--- config.mk ---
export PLATFORM = sky130hd
export DESIGN_NAME = bit_stream_serializer
export DESIGN_NICKNAME = d
export VERILOG_FILES = /design/src/rtl/bit_stream_serializer.sv
export SDC_FILE = /design/constraint.sdc
export NUM_CORES = 1
export LEC_CHECK = 0
export BUFFER_PORTS_ARGS = -buffer_cell sky130_fd_sc_hd__buf_2
export CORE_MARGIN = 5
export CORE_UTILIZATION = 50
export CTS_BUF_LIST = sky130_fd_sc_hd__clkbuf_16
export DETAILED_ROUTE_END_ITERATION = 8
export PLACE_DENSITY = 0.82
export SLEW_MARGIN = 30
export SYNTH_ARGS = -nofsm -noshare
export SYNTH_HDL_FRONTEND = slang
export SYNTH_SLANG_ARGS = --single-unit
--- constraint.sdc ---
create_clock -name clk -period 3 [get_ports clk]
set_clock_uncertainty 0.1 [all_clocks]
set_input_delay 0.3 -clock clk [delete_from_list [all_inputs] [get_ports clk]]
set_output_delay 0.3 -clock clk [all_outputs]
set_load 0.005 [all_outputs]
--- src/rtl/bit_stream_serializer.sv ---
// Parallel-to-serial stage with a one-word holding register, valid/ready intake,
// a bit-valid qualifier, an end-of-frame strobe and optional idle cycles between frames.
module bit_stream_serializer #(
   parameter int unsigned WIDTH     = 8,
   parameter bit          MSB_FIRST = 1'b1,
   parameter int unsigned FRAME_GAP = 0
) (
   input  logic             clk,
   input  logic             reset,
   input  logic             flush_i,
   input  logic             in_valid_i,
   output logic             in_ready_o,
   input  logic [WIDTH-1:0] in_data_i,
   output logic             bit_out_o,
   output logic             bit_valid_o,
   output logic             frame_last_o,
   output logic             busy_o
);

   localparam logic [4:0] LastIdx = 5'(WIDTH - 1);
   localparam logic [3:0] GapInit = (FRAME_GAP > 0) ? 4'(FRAME_GAP - 1) : 4'd0;

   typedef enum logic [1:0] {StIdle, StShift, StGap} state_e;

   state_e             state_q, state_d;
   logic [WIDTH-1:0]   hold_q, hold_d;
   logic               hold_full_q, hold_full_d;
   logic [WIDTH-1:0]   shreg_q, shreg_d;
   logic [4:0]         bitcnt_q, bitcnt_d;
   logic [3:0]         gapcnt_q, gapcnt_d;
   logic               load;
   logic               last_bit;

   assign in_ready_o = ~hold_full_q;
   assign last_bit   = (bitcnt_q == LastIdx);

   always_comb begin
      state_d     = state_q;
      hold_d      = hold_q;
      hold_full_d = hold_full_q;
      shreg_d     = shreg_q;
      bitcnt_d    = bitcnt_q;
      gapcnt_d    = gapcnt_q;
      load        = 1'b0;

      if (in_valid_i && in_ready_o) begin
         hold_d      = in_data_i;
         hold_full_d = 1'b1;
      end

      case (state_q)
         StIdle: begin
            if (hold_full_q) load = 1'b1;
         end
         StShift: begin
            shreg_d  = MSB_FIRST ? {shreg_q[WIDTH-2:0], 1'b0} : {1'b0, shreg_q[WIDTH-1:1]};
            bitcnt_d = bitcnt_q + 5'd1;
            if (last_bit) begin
               bitcnt_d = '0;
               if (FRAME_GAP > 0) begin
                  state_d  = StGap;
                  gapcnt_d = GapInit;
               end else if (hold_full_q) begin
                  load = 1'b1;
               end else begin
                  state_d = StIdle;
               end
            end
         end
         StGap: begin
            if (gapcnt_q == 4'd0) begin
               if (hold_full_q) load = 1'b1;
               else state_d = StIdle;
            end else begin
               gapcnt_d = gapcnt_q - 4'd1;
            end
         end
         default: state_d = StIdle;
      endcase

      // Load never coincides with accept: it needs a full hold, accept an empty one.
      if (load) begin
         shreg_d     = hold_q;
         bitcnt_d    = '0;
         hold_full_d = 1'b0;
         state_d     = StShift;
      end

      if (flush_i) begin
         state_d     = StIdle;
         hold_full_d = 1'b0;
         bitcnt_d    = '0;
         gapcnt_d    = '0;
      end
   end

   always_ff @(posedge clk or negedge reset) begin
      if (!reset) begin
         state_q     <= StIdle;
         hold_q      <= '0;
         hold_full_q <= 1'b0;
         shreg_q     <= '0;
         bitcnt_q    <= '0;
         gapcnt_q    <= '0;
      end else begin
         state_q     <= state_d;
         hold_q      <= hold_d;
         hold_full_q <= hold_full_d;
         shreg_q     <= shreg_d;
         bitcnt_q    <= bitcnt_d;
         gapcnt_q    <= gapcnt_d;
      end
   end

   always_comb begin
      bit_valid_o  = (state_q == StShift);
      bit_out_o    = bit_valid_o & (MSB_FIRST ? shreg_q[WIDTH-1] : shreg_q[0]);
      frame_last_o = bit_valid_o & last_bit;
      busy_o       = hold_full_q | (state_q != StIdle);
   end

endmodule

==> impl_metrics.yaml <==
sta:
  min_period_ns: 1.88
  setup-violations-final: 0
  fmax_ghz: 0.532
  slew_viol_final: 0
  fin_tns_setup_ns: 0
  rsz0062_at_grt: "false"
  slew_headroom_pct: 50.2
  hold_viol: 0
  max_slew.worst_pin.slew_ns: 0.745
  fin_worst_hold_slack_ns: 0.173
  fin_crit_sh_pct: 62.6
critical_path:
  arrival_ns: 1.48
  cp_max_fo: 18
  timing_worst_setup_path_type: "flop to output pin"
  worstSetupStartpointType: "flop"
  end_kind: "output pin"
  required_ns: 2.60
clock_tree:
  htreeDepth: 1
  cts_tree: "built"
  insertion_delay_ns: 0.25
  cts_root_buf: "clkbuf_16"
  clkTransAtPathRegs_ns: 0.06
  ctsResizeCount: 0
  cts.path.max_buffers: 2
  numCtsBuffers: 3
  cts.sinks: 23
logic_synthesis:
  synth_compound_area_share_pct: 6.93
  muxShareOfSynthArea_pct: 22.9
  synthCells: 85
  synth_fp_nets: 98
  synth_top_family_by_area: "multiplexers"
  netlist_area_um2: 1080
  synth_top_area_share_pct: 53.1
  yosys_warnings: 0
  yosys.area_share.xor_xnor_pct: 0
  ys_async_sr_fraction_pct: 100
  synthAdderAreaFrac_pct: 1.15
  synth-main-ff-cell: "dfrtp_1"
  yosysMostFrequentCell: "dfrtp_1"
  avgSynthCellArea_um2: 12.7
  ys_ff_latch: 23
  ys_seq_area_share_pct: 53.1
  yosys.area.top_type: "dfrtp_1"
  synth.area.top_cells: "dfrtp_1 (53%), mux2_2 (23%), nand2b_1 (2.3%)"
  synth.distinct_cells: 26
  synth_common_cells: "dfrtp_1 (23), mux2_2 (22), inv_1 (4), nand2b_1 (4), nand3_1 (4)"
  synthSimpleGateAreaFrac_pct: 12.6
  synth_edf_count: 0
worst_hold_path:
  hold_class: "input port to flop"
drt:
  via_count: 706
  detail-route-antenna-nets: 0
  drt-pass1-iter-count: 4
  wirelength_um: 1800
  vias_per_cell: 5.47
  drc: 0
  drt_iter0_markers: 7
  wire_per_inst_um: 13.9
global_routing:
  antenna_found_initial: 0
  first_global_vias: 709
  grt_pass1_wl_um: 3200
  grt_usage_pct: 13.0
  grt_start_max_net_pins: 24
  grt_overflow: 0
job:
  max-cap-violations: 0
floorplanning:
  die_h_um: 56.6
  num_rows: 16
  die_w_um: 56.6
  core-area_um2: 2020
  die_area_um2: 3200
  start_util_pct: 53.6
  io_pins: 17
cells_and_area:
  area_growth_pct: 16.7
  stdcell_count: 129
  antennaDiodeCount: 0
  drive_above_1_share_pct: 42.2
  finalCoreUtilization_pct: 62.6
  fin_nets: 116
  postLayoutCellArea_um2: 1260
status:
  outcome: "completed"
place:
  io_buffers: 16
  place.gp.congestion: 0.739
  placed_area_um2: 1180
  place_inst: 124
  hpwlAfterDp_um: 1320
pwr:
  powerDensity_nw_per_um2: 671
  ir_worst_vdd_uv: 491
  leakagePower_uw: 0.000562
[area by class of cell]
cell class | instances | area [um^2]
repair buffers | 17 | 90.1
multi-input cells | 54 | 472
clock buffers | 3 | 75.1
flip-flops and latches | 23 | 576
clock inverters | 1 | 3.75
inverters | 4 | 15.0
well taps | 27 | 33.8
fillers | 169 | 757
[worst max-delay path, cell delays in order, from the launching register on]
cell     delay, ns
dfrtp_1       0.58
nor2_1        0.40
inv_1         0.10
buf_2         0.14
[kinds of logic after synthesis]
kind of cell | Yosys count
AO/OA/AOI/OAI | 11
adder cells (fa/ha/maj) | 1
buffers and inverters | 8
flip-flops | 23
multiplexers | 22
AND/OR/NAND/NOR | 20
[through the flow]
step	setup slack, ns	power, uW
6_report	1.12	848
5_1_grt	0.990	898
4_1_cts	1.12	857
3_5_place_dp	1.21	575
3_3_place_gp	1.27	563
2_1_floorplan	1.36	533
[what timing repair did]
item / CTS / global route
buffers inserted: 0 / 0
endpoints found under the setup margin: 0 / 0
hold buffers: 1 / 0
hold endpoints to repair: 23 / 0
[state kept, by name, summed over array words and instances (netlist names)]
| register | count |
|---|---|
| hold_q | 8 |
| state_q | 1 |
| shreg_q | 8 |
| bitcnt_q | 5 |
| hold_full_q | 1 |
[power by group]
group | switching (uW) | leakage (uW) | internal (uW)
registers | 37.2 | 0.000286 | 377
logic | 50.9 | 0.000233 | 102
clock network | 104 | 0.0000423 | 178
total | 192 | 0.000562 | 657
[cells in the final DEF, fill, tap and decap left out, types with 2 or more instances in the layout]
cell type and instances:
clkbuf_16 3, inv_1 5, nand3b_1 2, o31ai_1 2, mux2_2 22, buf_2 16, nor2_1 2, nand2_1 2
nand3_1 4, dfrtp_1 23, a21oi_1 3, nand2b_1 4
[routing by layer]
| metal | vias up | share of wire (%) | track usage [%] |
|---|---|---|---|
| met2 | 20 | 45 | 18.5 |
| met3 | 5 | 5.8 | 3.67 |
| met4 | 0 | 2.4 | 8.14 |
| li1 | 339 | - | - |
| met5 | - | 0 | 0 |
| met1 | 342 | 47 | 17.3 |
[path summary, 6_finish.rpt]
| check | startpoint | endpoint | slack (ns) | cells past startpoint |
|---|---|---|---|---|
| max in group asynchronous | reset | hold_q[0]$_DFFE_PN0P_ | 2.01 | 2 |
| min in group asynchronous | reset | hold_q[6]$_DFFE_PN0P_ | 0.45 | 2 |
| min reg2reg | hold_q[2]$_DFFE_PN0P_ | shreg_q[2]$_DFFE_PN0P_ | 0.40 | 1 |
| max reg2reg | bitcnt_q[0]$_DFFE_PN0P_ | shreg_q[5]$_DFFE_PN0P_ | 1.20 | 4 |
| max | state_q[0]$_DFFE_PN0P_ | busy_o | 1.12 | 3 |
| min | in_data_i[6] | hold_q[6]$_DFFE_PN0P_ | 0.17 | 2 |
No activity file was read; power rests on OpenSTA's default activity.
